### config.mk
export PLATFORM = sky130hd
export DESIGN_NAME = btn_debounce
export DESIGN_NICKNAME = d
export VERILOG_FILES = /design/src/rtl/btn_debounce.sv
export SDC_FILE = /design/constraint.sdc
export NUM_CORES = 1
export LEC_CHECK = 0
export CAP_MARGIN = 5
export CORE_MARGIN = 2
export CORE_UTILIZATION = 47
export CTS_BUF_LIST = sky130_fd_sc_hd__clkbuf_8
export DETAILED_ROUTE_END_ITERATION = 16
export PLACE_DENSITY = 0.66
export SLEW_MARGIN = 15
export SYNTH_ARGS = -nofsm -noshare
export SYNTH_HDL_FRONTEND = slang
export SYNTH_SLANG_ARGS = --single-unit
### constraint.sdc
create_clock -name i_clk -period 3.2 [get_ports i_clk]
set_input_delay 0.64 -clock i_clk [delete_from_list [all_inputs] [get_ports i_clk]]
set_output_delay 0.64 -clock i_clk [all_outputs]
set_load 0.02 [all_outputs]
### src/rtl/btn_debounce.sv
// Push-button debouncer: 2-flop synchronizer followed by a 4-state qualification FSM.
// Produces a registered debounced level plus one-cycle press and release strobes.
module btn_debounce #(
    parameter int DEBOUNCE_CYCLES = 1_000_000
) (
    input  logic       i_clk,
    input  logic       i_reset,
    input  logic       i_btn,
    output logic       o_btn_level,
    output logic       o_press_pulse,
    output logic       o_release_pulse,
    output logic [1:0] o_state
);

    localparam int CNT_W = $clog2(DEBOUNCE_CYCLES + 1);
    localparam logic [CNT_W-1:0] CNT_ONE  = CNT_W'(1);
    localparam logic [CNT_W-1:0] CNT_LAST = CNT_W'(DEBOUNCE_CYCLES - 1);

    localparam logic [1:0] S_IDLE         = 2'd0;
    localparam logic [1:0] S_PRESS_WAIT   = 2'd1;
    localparam logic [1:0] S_PRESSED      = 2'd2;
    localparam logic [1:0] S_RELEASE_WAIT = 2'd3;

    logic             sync1;
    logic             sync2;
    logic [1:0]       state;
    logic [1:0]       state_nxt;
    logic [CNT_W-1:0] cnt;
    logic [CNT_W-1:0] cnt_nxt;
    logic             press_nxt;
    logic             release_nxt;
    logic             level_nxt;

    // Any sample opposing the pending change restarts qualification from scratch.
    always_comb begin
        state_nxt   = state;
        cnt_nxt     = cnt;
        press_nxt   = 1'b0;
        release_nxt = 1'b0;
        case (state)
            S_IDLE: begin
                if (sync2) begin
                    state_nxt = S_PRESS_WAIT;
                    cnt_nxt   = CNT_ONE;
                end else begin
                    cnt_nxt = '0;
                end
            end
            S_PRESS_WAIT: begin
                if (!sync2) begin
                    state_nxt = S_IDLE;
                    cnt_nxt   = '0;
                end else if (cnt == CNT_LAST) begin
                    state_nxt = S_PRESSED;
                    cnt_nxt   = '0;
                    press_nxt = 1'b1;
                end else begin
                    cnt_nxt = cnt + CNT_ONE;
                end
            end
            S_PRESSED: begin
                if (!sync2) begin
                    state_nxt = S_RELEASE_WAIT;
                    cnt_nxt   = CNT_ONE;
                end else begin
                    cnt_nxt = '0;
                end
            end
            S_RELEASE_WAIT: begin
                if (sync2) begin
                    state_nxt = S_PRESSED;
                    cnt_nxt   = '0;
                end else if (cnt == CNT_LAST) begin
                    state_nxt   = S_IDLE;
                    cnt_nxt     = '0;
                    release_nxt = 1'b1;
                end else begin
                    cnt_nxt = cnt + CNT_ONE;
                end
            end
            default: begin
                state_nxt = S_IDLE;
                cnt_nxt   = '0;
            end
        endcase
    end

    // Level follows the next state so it rises on the same edge as the press strobe.
    assign level_nxt = (state_nxt == S_PRESSED) || (state_nxt == S_RELEASE_WAIT);

    always_ff @(posedge i_clk) begin
        if (i_reset) begin
            sync1           <= 1'b0;
            sync2           <= 1'b0;
            state           <= S_IDLE;
            cnt             <= '0;
            o_btn_level     <= 1'b0;
            o_press_pulse   <= 1'b0;
            o_release_pulse <= 1'b0;
        end else begin
            sync1           <= i_btn;
            sync2           <= sync1;
            state           <= state_nxt;
            cnt             <= cnt_nxt;
            o_btn_level     <= level_nxt;
            o_press_pulse   <= press_nxt;
            o_release_pulse <= release_nxt;
        end
    end

    assign o_state = state;

endmodule

**Word level (Yosys, flattened, before mapping)**

Cells that the tools add are included.

- Add/subtract/negate cells: 1
- Equal/unequal tests: 6
- Multiplexer cells: 14
- Bitwise gates (word level): 3
- Reduce and logical (&&, ||, !) cells: 4

Operators with widths:

| kind | count |
|---|---|
| $pmux W20 S4 | 1 |
| $mux W20 | 3 |
| $add A20 B1 Y20 const B | 1 |
| $eq A20 B20 Y1 const B | 1 |
| $mux W2 | 6 |
| $eq A2 B2 Y1 const B | 4 |
| $pmux W2 S4 | 1 |
| $reduce_or A3 Y1 | 2 |
| $mux W1 | 3 |
| $not A1 Y1 | 3 |
| $eq A2 B1 Y1 const B | 1 |
| $logic_not A2 Y1 | 1 |
| $logic_or A1 B1 Y1 | 1 |

- Flip-flop bits (word level): 27
- Input bits: 3
- Output and inout port bits: 5
- Word-level logic and storage cells: 35

**Depth between registers and ports, before layout**

Gate-level depths: netlist (run 1).

- Depth in word-level cells: 6
- Mapped depth: 7
- Gate-level depth less buffers: 5

**Worst setup path after synthesis (run 1)**

No wires, ideal clock.

- Kind: register to register
- Start: reg cnt[0]
- End: reg cnt[10]
- Library setup time: 115 ps
- Arrival: 1593 ps
- Required time: 3085 ps
- Slack: 1492 ps
- Stages on the path, launching flop included: 8
- Path buffers: 2
- Period minus slack after synthesis: 1708 ps
- Cells stage by stage: dfxtp_1 -> ha_1 -> nand4_2 -> nor4_1 -> a21o_1 -> buf_6 -> buf_8 -> nor2_1

- Cells in the longest elaborated chain, start to end: 4
- Elaborated cells on any way between the ends: 6
- Those cells by class: add/sub: 1; eq/ne: 1; mux: 4

RTL lines:

| element | line | source |
|---|---|---|
| start, declared | 28 | `logic [CNT_W-1:0] cnt;` |
| start signal, assigned | 104 | `cnt <= cnt_nxt;` |
| $add A20 B1 Y20 or $eq A20 B20 Y1 (tied branches) | - |  |
| $mux W20 * | 53, 73 |  |
| $mux W20, on equally long branches | 70, 50 |  |
| $pmux W20 S4 * | 40 | `case (state)` |

Mark *: on every way between the ends. The rest lies on a longest branch, timed or not.
A chain may end at the register's enable or synchronous reset.

**Worst setup path after layout (run 1)**

- Start: reg cnt[0]
- End: reg cnt[9]

Same word-level chain as after synthesis.

==> impl_metrics.ini, run 1 <==
[placement]
gp_congestion = 0.805
portBuffers = 7
dp_hpwl_um = 1550
dpl_worst_slack_ps = 1010

[die]
num_rows = 18
io_pins = 8
core-area_sq_mm = 0.00241
die_h_um = 53.9
dieWidth_um = 53.9
initial_core_util_pct = 48.5
die_area_sq_mm = 0.00290

[final_layout]
area_delta_synth_final_pct = 9.84
n_antenna_cell = 0
seqCellArea_sq_um = 520
multi_input_area_sq_um = 597
drive_gt1_share_pct = 4.55
fillers = 225
layout.nets = 138

[drt]
ant_nets = 0
drt_iter0_drc = 8
num_vias = 906
wirelength_um = 2160
post_drt_via_cell_ratio = 5.59
route.detailed.drc = 0
dr.pass1.iters = 4
wl_per_cell_um = 13.3

[timing]
finalSetupTns_ps = 0
worst_slack_ps = 1090
period_share_pct = 65.9
period_needed_ps = 2110
hold_viol_final = 0
setup_viol = 0
holdWs_ps = 452
max_slew.worst_pin.slew_ps = 532
skew_ps = 2.64
rsz0062_at_grt = false
slew_viol_final = 0
slew_headroom_pct = 64.5
fmax_mhz = 474

[clock_network]
clk_latency_ps = 260
cts-resized-gates = 0
cts_tree = built
cts_root_buf = clkbuf_8
ctsHoldBuffers = 0
cts_setup_buffers = 0
cts.path.max_buffers = 2
cts_sinks = 26
path_clk_slew_ps = 80
numCtsBuffers = 3
htreeDepth = 1

[global_routing]
grt_util_met1_pct = 21.9
grt_pass1_vias = 807
track_usage_pct = 17.6
grt.overflow.total = 0
antenna_found_initial = 0
gr-usage-met3_pct = 5.00
grt_max_degree = 18
grt_pass1_wl_um = 3630
grt-busiest-layer = met2
gr-usage-met2_pct = 29.1

[pwr]
p_leak_nw = 0.371
ir_worst_vdd_v = 0.000358
p_per_area_mw_per_mm2 = 397
fin_total_pwr_mw = 0.510

[setup_path]
cp.arrival_ps = 2240
required_ps = 3330
critical_path.max_stage_delay_ps = 520
cp-end-kind = flop
crit_path_cell_trace = ha_1, nand4_2, nor4_1, a21o_1, nor2_1
path_class = reg -> reg
crit_path_max_fanout = 17
startpoint_type = flop
cpMaxStageDelayCell = a21o_1

[yosys]
synth_mux_area_share_pct = 0.856
syn_area_sq_mm = 0.00117
synth-simple-area-share_pct = 31.1
synthXorXnorAreaFrac_pct = 10.5
yosysUniqueCellTypes = 34
synth_fa_ha_area_share_pct = 1.07
synth_top_cell_area_share_pct = 44.5
ys_seq_area_share_pct = 44.5
avgSynthCellArea_sq_um = 9.36
synth_compound_area_share_pct = 7.49
synth_top_family_by_area = simple AND/OR/NAND/NOR gates
yosys_warnings = 0
synth_seq_cells = 26
synthesis.nets = 129
ys_top_cells_by_area = dfxtp_1 44%, xnor2_1 7.5%, nor2_1 5.8%
yosys.area.top_type = dfxtp_1
synthCells = 125

[flow_run]
maxCapViolCount = 0

[run_status]
outcome = finished, final reports clean

[min_path]
min_path_type = reg -> reg
==> final cells by class <==
type                       count  area share [%]
tap                           30            2.92
sequential                    26            40.5
clock buffer                   3            3.21
multi-input combinational     91            46.4
timing repair buffer           7            5.45
inverter                       5            1.46
==> cell families after synthesis <==
| logic type | count (synthesis) |
|---|---|
| buf+inv | 8 |
| fa+ha+maj | 1 |
| flops | 26 |
| mux | 1 |
| xor+xnor | 14 |
| simple gates | 62 |
| compound gates | 13 |
==> cell usage after synthesis (all sizes together) <==
| master | n |
|---|---|
| dfxtp | 26 |
| nor2 | 18 |
| xnor2 | 10 |
| nand4 | 7 |
| inv | 5 |
| nand2 | 5 |
| nand3 | 5 |
| nor3 | 5 |
| nor4 | 5 |
| a21oi | 4 |
| nand2b | 4 |
| xor2 | 4 |
| and4 | 3 |
| buf | 3 |
| a21o | 2 |
| nor2b | 2 |
| o41ai | 2 |
| or4 | 2 |
| or4b | 2 |
| a211o | 1 |
| a21boi | 1 |
| a31oi | 1 |
| and2 | 1 |
| ha | 1 |
| mux2i | 1 |
| nand3b | 1 |
| nor4b | 1 |
| o21ai | 1 |
| o31ai | 1 |
| or3 | 1 |
==> cells in the final DEF, fill, tap and decap left out, types with 2 or more instances in the layout <==
cell | netlist | layout
a21o_1 | 2 | 2
nor4_1 | 5 | 5
clkdlybuf4s50_1 | 0 | 7
inv_1 | 5 | 5
nand4_1 | 6 | 6
nand2b_1 | 4 | 4
a21oi_1 | 4 | 4
clkbuf_8 | 0 | 3
nor2_1 | 18 | 18
xnor2_1 | 10 | 10
nor2b_1 | 2 | 2
nand3_1 | 5 | 5
or4b_1 | 2 | 2
o41ai_1 | 2 | 2
and4_1 | 3 | 3
nor3_1 | 5 | 5
dfxtp_1 | 26 | 26
nand2_1 | 5 | 5
xor2_1 | 4 | 4
==> power breakdown <==
group          switching, mW  internal, mW  leakage, nW  total [mW]
sequential           0.00138         0.325        0.210       0.326
combinational        0.00326       0.00465        0.139     0.00792
clock                 0.0917        0.0841       0.0216       0.176
total                 0.0964         0.414        0.371       0.510
==> registers in the layout, indices dropped and copies added, names as in the netlist <==
| signal | cells |
|---|---|
| sync2 | 1 |
| cnt | 20 |
| o_state | 2 |
| o_release_pulse | 1 |
| sync1 | 1 |
| o_press_pulse | 1 |
==> layer usage <==
| metal | part of all wire [%] | up-vias |
|---|---|---|
| met5 | 0 | - |
| met1 | 48 | 417 |
| met2 | 46 | 19 |
| li1 | - | 466 |
| met4 | 1.6 | 0 |
| met3 | 4.7 | 4 |
==> worst max-delay path: cells and delay by family, from the launching register on <==
family	cells	cell delay (ps)
flops	1	390
fa+ha+maj	1	260
compound gates	1	520
simple gates	3	810
==> worst paths after layout <==
kind         startpoint      to  slack [ps]  depth (start not counted)
max reg2reg      cnt[0]  cnt[9]        1090                          5
min reg2reg       sync1   sync2         450                          1
max              cnt[0]  cnt[9]        1090                          5
min               sync1   sync2         450                          1
==> stage by stage <==
stage / instance area (sq um) / utilization [%] / std cells
2_1_floorplan: 1170 / - / 125
3_3_place_gp: 1240 / 51.6 / 159
3_5_place_dp: 1240 / 51.6 / 159
4_1_cts: 1280 / 53.3 / 162
5_1_grt: 1280 / 53.3 / 162
6_report: 1280 / 53.3 / 162
(Power assumes the default switching activity.)
==> run 2: changes to the inputs <==
==> constraint.sdc (replaced) <==
create_clock -name i_clk -period 2.14 [get_ports i_clk]
set_input_delay 0.428 -clock i_clk [delete_from_list [all_inputs] [get_ports i_clk]]
set_output_delay 0.428 -clock i_clk [all_outputs]
set_load 0.02 [all_outputs]
==> impl_metrics.ini, run 2 (synthesized netlist as in run 1, its figures left out) <==
[pwr]
p_comb_share_pct = 1.8
p_clk_share_pct = 34.2
fin_total_pwr_mw = 0.762
p_leak_nw = 0.384
p_per_area_mw_per_mm2 = 580
p_seq_share_pct = 64.0
ir_worst_vdd_v = 0.000383
power_switching_mw = 0.142
power.internal_mw = 0.620
switching_share_pct = 18.6

[clock_network]
cts_sinks = 26
ctsHoldBuffers = 0
htreeDepth = 1
numCtsBuffers = 3
clk_latency_ps = 260
cts.path.max_buffers = 2
cts_root_buf = clkbuf_8
path_clk_slew_ps = 80
cts_setup_buffers = 0
cts_tree = built

[timing]
period_share_pct = 84.5
finalSetupTns_ps = 0
setup_viol = 0
hold_viol_final = 0
fmax_mhz = 553
slew_headroom_pct = 77.5
skew_ps = 0.985
slew_viol_final = 0
max_slew.worst_pin.slew_ps = 334
period_needed_ps = 1810
rsz0062_at_grt = false

[flow_run]
maxCapViolCount = 0

[drt]
dr.pass1.iters = 4
ant_nets = 0
wirelength_um = 2080
num_vias = 895
post_drt_via_cell_ratio = 5.42
route.detailed.drc = 0
wl_per_cell_um = 12.6
drt_iter0_drc = 10

[global_routing]
antenna_found_initial = 0
track_usage_pct = 16.8
grt_max_degree = 18
grt_pass1_vias = 848
grt_pass1_wl_um = 3530
grt.overflow.total = 0

[setup_path]
crit_path_max_fanout = 17
startpoint_type = flop
cp.arrival_ps = 1960
r2r_slack_ps = 330
path_class = reg -> reg
rr_worst_depth = 6
required_ps = 2290
reg2reg_to = cnt[3]
cp-end-kind = flop
timing.rr.start = cnt[0]

[run_status]
outcome = finished, final reports clean

[min_path]
min_to = sync2
hold_depth = 1
min_path_type = reg -> reg
holdCritStartpoint = sync1

[final_layout]
final_common_cell = dfxtp_1
drive_gt1_share_pct = 7.41
final_cells = 165
area_delta_synth_final_pct = 12.3
layout.nets = 141
n_antenna_cell = 0
mostFrequentLayoutCells = 26 x dfxtp_1, 18 x nor2_1, 10 x xnor2_1
largest_register = cnt
largest_register_ffs = 20

[die]
num_rows = 18
die_area_sq_mm = 0.00290
core-area_sq_mm = 0.00241
dieWidth_um = 53.9
initial_core_util_pct = 48.5
die_h_um = 53.9
io_pins = 8

[placement]
portBuffers = 7
dp.cells = 162
dp_hpwl_um = 1560
gp_congestion = 0.807
[run 2: cell types whose count changed in the layout (fill, tap and decap cells not counted), sizes merged]
cell,previous run,this run
buf,0,3
[run 2: final cells by class]
cell class / instances / area (sq um)
multi-input cells: 91 / 603
well taps: 30 / 37.5
flip-flops and latches: 26 / 520
clock buffers: 3 / 41.3
fillers: 214 / 1100
repair buffers: 10 / 92.6
inverters: 5 / 18.8
[run 2: power by group through the flow]
stage               Combinational (mW)  Clock (mW)  Sequential [mW]
floorplan                      0.00489           0            0.499
global placement                0.0133           0            0.499
detailed placement              0.0136           0            0.499
CTS                             0.0137       0.272            0.488
global route                    0.0150       0.282            0.489
finish                          0.0136       0.260            0.488
[run 2: layer usage]
metal	up-vias	wire, um	global-route usage (%)
met4	0	68	11.1
met3	8	73	3.06
met1	404	978	19.5
met5	-	0	0
li1	465	-	-
met2	18	958	27.8
[run 2: worst max-delay path, cell delays in order (launching register included)]
cell and delay [ps]:
dfxtp_1 380, ha_1 250, nand4_2 230, nor4_2 410, a21o_1 160, buf_4 210
nor2_1 70
[run 2: timing repair]
| item | in CTS | in global routing |
|---|---|---|
| endpoints found under the setup margin | 0 | 10 |
| resized for setup | 0 | 1 |
| endpoints found under the hold margin | 0 | 0 |
[run 2: worst max-delay path by stage]
| stage | from | end | slack (ps) | cells past startpoint |
|---|---|---|---|---|
| after detailed placement | cnt[0] | cnt[17] | 210 | 6 |
| after global placement | cnt[0] | cnt[19] | 350 | 6 |
| after floorplan | cnt[0] | cnt[12] | 430 | 7 |
| after CTS | cnt[0] | o_press_pulse | 190 | 5 |
| final | cnt[0] | cnt[3] | 330 | 6 |
| after global routing | cnt[0] | o_press_pulse | 110 | 5 |
[run 2: through the flow]
step | util, % | worst slack, ps | hold WS (ps) | instance area (sq um)
2_1_floorplan | - | 432 | 414 | 1170
3_3_place_gp | 52.5 | 346 | 448 | 1270
3_5_place_dp | 52.5 | 210 | 454 | 1270
4_1_cts | 54.3 | 189 | 467 | 1310
5_1_grt | 54.5 | 112 | 484 | 1310
6_report | 54.5 | 331 | 461 | 1310
